`config.mk`:
```
export PLATFORM = sky130hd
export DESIGN_NAME = spi_frame_rx
export DESIGN_NICKNAME = d
export VERILOG_FILES = /design/src/rtl/spi_frame_rx.sv
export SDC_FILE = /design/constraint.sdc
export NUM_CORES = 1
export LEC_CHECK = 0
export BUFFER_PORTS_ARGS = -buffer_cell sky130_fd_sc_hd__buf_4
export CORE_AREA = 2 2 217 112
export CTS_CLUSTER_DIAMETER = 120
export CTS_CLUSTER_SIZE = 10
export DETAILED_ROUTE_END_ITERATION = 7
export DIE_AREA = 0 0 219 114
export GPL_ROUTABILITY_DRIVEN = 0
export PLACE_DENSITY = 0.84
export SETUP_SLACK_MARGIN = 0.5
export SYNTH_ARGS = -nofsm -noshare
export SYNTH_HDL_FRONTEND = slang
export SYNTH_SLANG_ARGS = --single-unit
```
`constraint.sdc`:
```
create_clock -name clk -period 1.92 [get_ports clk]
set_input_delay 0.384 -clock clk [delete_from_list [all_inputs] [get_ports clk]]
set_output_delay 0.384 -clock clk [all_outputs]
set_load 0.005 [all_outputs]
```
`src/rtl/spi_frame_rx.sv`:
```
// rtl/spi_frame_rx.sv - oversampled SPI slave frame receiver with status word shift-out
module spi_frame_rx #(
  parameter int BIT_WIDTH = 160,
  parameter int TX_WIDTH  = 16
) (
  input  logic                 clk,
  input  logic                 rst,
  input  logic                 sck,
  input  logic                 ssel,
  input  logic                 mosi,
  output logic                 miso,
  input  logic [TX_WIDTH-1:0]  tx_data,
  output logic [BIT_WIDTH-1:0] rx_data,
  output logic                 rx_data_tick,
  output logic                 frame_err
);

  localparam int CW = $clog2(BIT_WIDTH + 2);
  localparam logic [CW-1:0] CNT_FULL = CW'(BIT_WIDTH);
  localparam logic [CW-1:0] CNT_SAT  = CW'(BIT_WIDTH + 1);

  typedef enum logic [1:0] {WAIT_IDLE, IDLE, ACTIVE} state_t;

  // [0],[1] synchronize, [2] is the history flop used for edge detection
  logic [2:0] sck_sr, ssel_sr, mosi_sr;

  always_ff @(posedge clk) begin
    if (rst) begin
      sck_sr  <= '0;
      ssel_sr <= '0;
      mosi_sr <= '0;
    end else begin
      sck_sr  <= {sck_sr[1:0], sck};
      ssel_sr <= {ssel_sr[1:0], ssel};
      mosi_sr <= {mosi_sr[1:0], mosi};
    end
  end

  logic sck_fall, sck_rise, ssel_fall, ssel_rise, ssel_s, mosi_bit;
  assign sck_fall  = sck_sr[2] & ~sck_sr[1];
  assign sck_rise  = ~sck_sr[2] & sck_sr[1];
  assign ssel_fall = ssel_sr[2] & ~ssel_sr[1];
  assign ssel_rise = ~ssel_sr[2] & ssel_sr[1];
  assign ssel_s    = ssel_sr[1];
  // mosi is stable around the sck edge, so the history stage gives the pre-edge value
  assign mosi_bit  = mosi_sr[2];

  state_t               state;
  logic [CW-1:0]        cnt;
  logic [BIT_WIDTH-1:0] rx_sh;
  logic [TX_WIDTH-1:0]  tx_sh;
  logic [TX_WIDTH-1:0]  tx_shl;

  assign tx_shl = tx_sh << 1;

  always_ff @(posedge clk) begin
    if (rst) begin
      state        <= WAIT_IDLE;
      cnt          <= '0;
      rx_sh        <= '0;
      tx_sh        <= '0;
      rx_data      <= '0;
      miso         <= 1'b0;
      rx_data_tick <= 1'b0;
      frame_err    <= 1'b0;
    end else begin
      rx_data_tick <= 1'b0;
      frame_err    <= 1'b0;
      case (state)
        WAIT_IDLE: begin
          if (ssel_s) state <= IDLE;
        end
        IDLE: begin
          if (ssel_fall) begin
            state <= ACTIVE;
            cnt   <= '0;
            tx_sh <= tx_data;
            miso  <= tx_data[TX_WIDTH-1];
          end
        end
        ACTIVE: begin
          // end of frame takes priority over any coincident sck edge
          if (ssel_rise) begin
            state <= IDLE;
            miso  <= 1'b0;
            if (cnt == CNT_FULL) begin
              rx_data      <= rx_sh;
              rx_data_tick <= 1'b1;
            end else begin
              frame_err <= 1'b1;
            end
          end else if (sck_fall) begin
            rx_sh <= {rx_sh[BIT_WIDTH-2:0], mosi_bit};
            if (cnt != CNT_SAT) cnt <= cnt + 1'b1;
          end else if (sck_rise && cnt != '0) begin
            tx_sh <= tx_shl;
            miso  <= tx_shl[TX_WIDTH-1];
          end
        end
        default: state <= WAIT_IDLE;
      endcase
    end
  end

endmodule

```
== Word level (Yosys, flattened, before mapping) ==
Cells that the tools add are included.
Operators by class
  $add $sub $neg: 1
  $mul: 0
  divide/modulo/power cells: 0
  magnitude comparators: 0
  eq/ne operators: 14
  shift-type cells: 0
  multiplexer cells: 21
  bitwise gates (word level): 10
  reduce and logical (&&, ||, !) cells: 11
Operator list (number)
  15-bit 2-to-1 mux: 4
  8-bit 2-to-1 mux: 4
  15-bit case mux with 2 select lines: 1
  2-bit != test, second input constant: 8
  8-bit case mux with 2 select lines: 1
  5-bit AND reduction: 2
  3-bit AND reduction: 3
  8-bit by 1-bit adder with 8-bit output, second input constant: 1
  8-bit == test, second input constant: 1
  8-bit != test, second input constant: 1
  8-bit nonzero test: 1
  1-bit 2-to-1 mux: 6
  2-bit 2-to-1 mux: 3
  3-bit != test, second input constant: 2
  1-bit NOT: 6
  2-bit case mux with 3 select lines: 1
  1-bit AND: 4
  4-bit AND reduction: 1
  3-bit OR reduction: 1
  2-bit by 1-bit == test with 1-bit output, second input constant: 1
  2-bit == test, second input constant: 1
  2-bit zero test: 1
  1-bit case mux with 2 select lines: 1
  2-bit nonzero test: 1
  1-bit logical AND: 1
Storage, ports and cells
  flip-flop bits (word level): 357
  bits in latches: 0
  memory bits (writable): 0
  memory bits (read-only): 0
  bits of input ports: 21
  output and inout bits: 163
  word-level logic and storage cells: 68
  memories kept: 0

== Logic depth before layout (Yosys ltp) ==
  word-level depth: 7
  depth in mapped cells: 8
  mapped depth without buffers: 5

== Worst setup path before layout ==
No wires, ideal clock.
  path type: reg-to-reg
  from: reg cnt[2]
  to: reg rx_data[0]
  setup time: 0.132 ns
  data arrival time: 1.481 ns
  required time: 1.788 ns
  setup slack: 0.307 ns
  stages on the path, launching flop included: 7
  path buffers: 2
  clock period less this slack: 1.613 ns
  cell sequence: dfxtp_1 nor4_4 nand4_1 clkbuf_1 buf_2 nand2_1 a21oi_1
Between the ends
  word-level cells in the longest chain between the ends: 2
Ends and longest elaborated chain
  from (decl): line 49  | logic [CW-1:0] cnt;
  from (signal assigned): line 94  | if (cnt != CNT_SAT) cnt <= cnt + 1'b1;
  8-bit == test: line 86  | if (cnt == CNT_FULL) begin
  3-bit AND reduction (no line)
  to (signal assigned): line 87  | rx_data <= rx_sh;
  to (decl): line 13  | output logic [BIT_WIDTH-1:0] rx_data,
No other way between the ends.
A chain may end at the register's enable or synchronous reset.

== Worst setup path after layout ==
  from: reg cnt[5]
  to: reg rx_data[33]
The elaborated chain is that of the path after synthesis.

==> impl_metrics.tcl <==
set metrics [dict create \
    ys_seq_elements 357 \
    max_clock_freq_mhz 510 \
    max-cap-violations 0 \
    die_w_um 219 \
    via_per_inst 6.39 \
    yosysUniqueCellTypes 36 \
    p_leak_nw 9.00 \
    crit_fanout 7 \
    maxSlewHeadroom_pct 62.7 \
    synth_nets 1604 \
    rrSetupSlack_ps -40 \
    clockBufferDepth 3 \
    synthXorXnorAreaFrac_pct 0 \
    stdcell_count 2169 \
    synth_area_sq_um 12700 \
    start_util_pct 54.5 \
    endpoint "rx_data[33]$_SDFFE_PP0P_" \
    netlist_instances 1580 \
    yosys.area_share.adder_pct 0.295 \
    ys.flop_type "dfxtp_1" \
    status "complete, but fails checks" \
    dp_hpwl_um 18500 \
    max_stage_delay_ps 480 \
    crit_chain "and2_1, and4_4, buf_6, buf_12, buf_16, nand2_4, a21oi_2" \
    final_common_cell "nand2_1" \
    yosys_warnings 0 \
    holdCritPathClass "in2reg" \
    worstSetupPathType "reg2reg" \
    finalCritPeriodShare_pct 102 \
    floorplan.core_area_sq_um 23300 \
    port_buffers 183 \
    firstDrtPassIters 7 \
    synth_edf_count 0 \
    startpoint_type "flip-flop" \
    final_util_pct 86.3 \
    htree_levels 2 \
    muxShareOfSynthArea_pct 2.34 \
    grt_pass1_vias 11985 \
    min_period_ps 1960 \
    grt_usage_pct 32.8 \
    fin_ws_ps -39.9 \
    cts_hold_buf 0 \
    worstHoldStart "mosi" \
    ir_drop_v 0.000725 \
    rows 40 \
    timing.rr.start "cnt[5]$_SDFFE_PP0P_" \
    total_power_mw 14.8 \
    drt_iter0_drc 1922 \
    grt_max_degree 74 \
    fin_nets 1876 \
    cts_tree "built" \
    finalMaxSlewViolations 0 \
    synth-compound-area-share_pct 14.1 \
    ys_seq_area_share_pct 56.2 \
    worst_pin_slew_ps 558 \
    wl_per_cell_um 25.7 \
    critPathSlowestCell "dfxtp_1" \
    io_pins 184 \
    violations "setup timing" \
    async_flop_share_pct 0 \
    clkSinkCount 357 \
    r2r_cells 7 \
    grt_setup_unrepaired "true" \
    synth_top_family_by_area "simple AND/OR/NAND/NOR gates" \
    cp-end-kind "flip-flop" \
    syn_avg_cell_area_sq_um 8.04 \
    finClkSkew_ps 22.8 \
    vias 13862 \
    die_area_sq_um 25000 \
    numCtsBuffers 41 \
    layout_common_cells "nand2_1 (478), dfxtp_1 (322), buf_4 (212)" \
    critical_path_arrival_ps 2400 \
    wirelength_um 55700 \
    crit_path_start "cnt[5]$_SDFFE_PP0P_" \
    gr-total-overflow 0 \
    drc 0 \
    ant_nets 0 \
    power.density_nw_per_um2 735 \
    area_growth_pct 58.4 \
    setup_viol_count_final 2 \
    clk_pin_slew_ps 70 \
    rr_endpoint "rx_data[33]$_SDFFE_PP0P_" \
    grt_pass1_wl_um 64600 \
    crit_required_ps 2360 \
    insertion_delay_ps 550 \
    fp.dieH_um 114 \
    fill_cells 1000 \
    drive_above_1_share_pct 44.7 \
    dpl.cell_count 1986 \
    diodes 0 \
    hold_viol 0 \
    cts_root_buf "clkbuf_16" \
    antenna_found_initial 0 \
    yosys.area_share.simple_pct 22.3 \
]
[what timing repair did]
| action | in CTS | in global routing |
|---|---|---|
| buffers inserted | 63 | 19 |
| pin swaps | 91 | 205 |
| setup endpoints to repair | 351 | 368 |
| cloned | 39 | 17 |
| gates resized for setup | 244 | 451 |
[how the worst min path moves through the flow]
stage | to | slack, ps | cells after the start
global route | mosi_sr[0]$_SDFF_PP0_ | 60 | 2
detailed placement | mosi_sr[1]$_SDFF_PP0_ | 430 | 1
finish | mosi_sr[0]$_SDFF_PP0_ | 70 | 2
CTS | mosi_sr[0]$_SDFF_PP0_ | 70 | 2
floorplan | mosi_sr[1]$_SDFF_PP0_ | 410 | 1
global placement | rx_sh[0]$_SDFFE_PP0P_ | 420 | 2
[sequential cells by signal (all words and copies together), names as in the netlist]
register,flops
rx_data,160
rx_sh,160
tx_sh,15
cnt,8
mosi_sr,3
sck_sr,3
ssel_sr,3
state,2
frame_err,1
miso,1
rx_data_tick,1
[cell usage after synthesis, drive strengths merged, types with 3 or more instances]
master | number | share of area, %
nand2 | 672 | 20
nor2 | 7 | 0.21
nand3 | 5 | 0.20
o31ai | 5 | 0.30
dfxtp | 357 | 56
a21oi | 333 | 13
nand2b | 3 | 0.15
buf | 50 | 2.5
nor2b | 11 | 0.54
inv | 8 | 0.24
mux2i | 14 | 1.1
ha | 3 | 0.30
or4 | 5 | 0.30
mux2 | 14 | 1.2
clkbuf | 69 | 2.0
and4 | 3 | 0.21
[metal layers]
layer  global-route usage [%]  vias to the layer above  part of all wire (%)
li1                         -                     5679                     -
met1                     43.9                     6546                    36
met2                     52.8                     1233                    45
met4                     11.8                        0                   7.1
met5                        0                        -                     0
met3                     6.99                      404                    12
[stage by stage]
step           setup slack (ps)  setup TNS (ps)  hold WS [ps]  area (sq um)
2_1_floorplan               378               0           414         12900
4_1_cts                     272               0          72.9         18000
6_report                  -39.9           -46.3          65.2         20100
3_5_place_dp               84.4               0           431         14400
5_1_grt                    -108            -308          61.2         20100
3_3_place_gp                176               0           421         14400
[final cells by class]
| class | instances | area (sq um) | share of cell area, % |
|---|---|---|---|
| clock buffer | 43 | 1080 | 5.35 |
| clock inverter | 2 | 13.8 | 0.0684 |
| inverter | 8 | 30.0 | 0.149 |
| multi-input combinational | 1097 | 7000 | 34.8 |
| sequential | 357 | 7220 | 35.9 |
| tap | 315 | 394 | 1.96 |
| timing repair buffer | 347 | 4390 | 21.8 |
[report_power, final]
part	internal [mW]	switching, mW
Clock	3.93	3.13
Combinational	0.0993	0.210
Sequential	7.40	0.0130
[worst max-delay path: cells and delay by family (launching register included)]
family | cells | cell delay [ps]
AO/OA/AOI/OAI | 1 | 250
AND/OR/NAND/NOR | 3 | 680
buffers and inverters | 3 | 430
flip-flops | 1 | 480
[kinds of logic after synthesis]
| family | count (synthesis) |
|---|---|
| AO/OA/AOI/OAI | 347 |
| multiplexers | 28 |
| flip-flops | 357 |
| AND/OR/NAND/NOR | 718 |
| buffers and inverters | 127 |
| adder cells (fa/ha/maj) | 3 |
No activity file was read; power rests on OpenSTA's default activity.
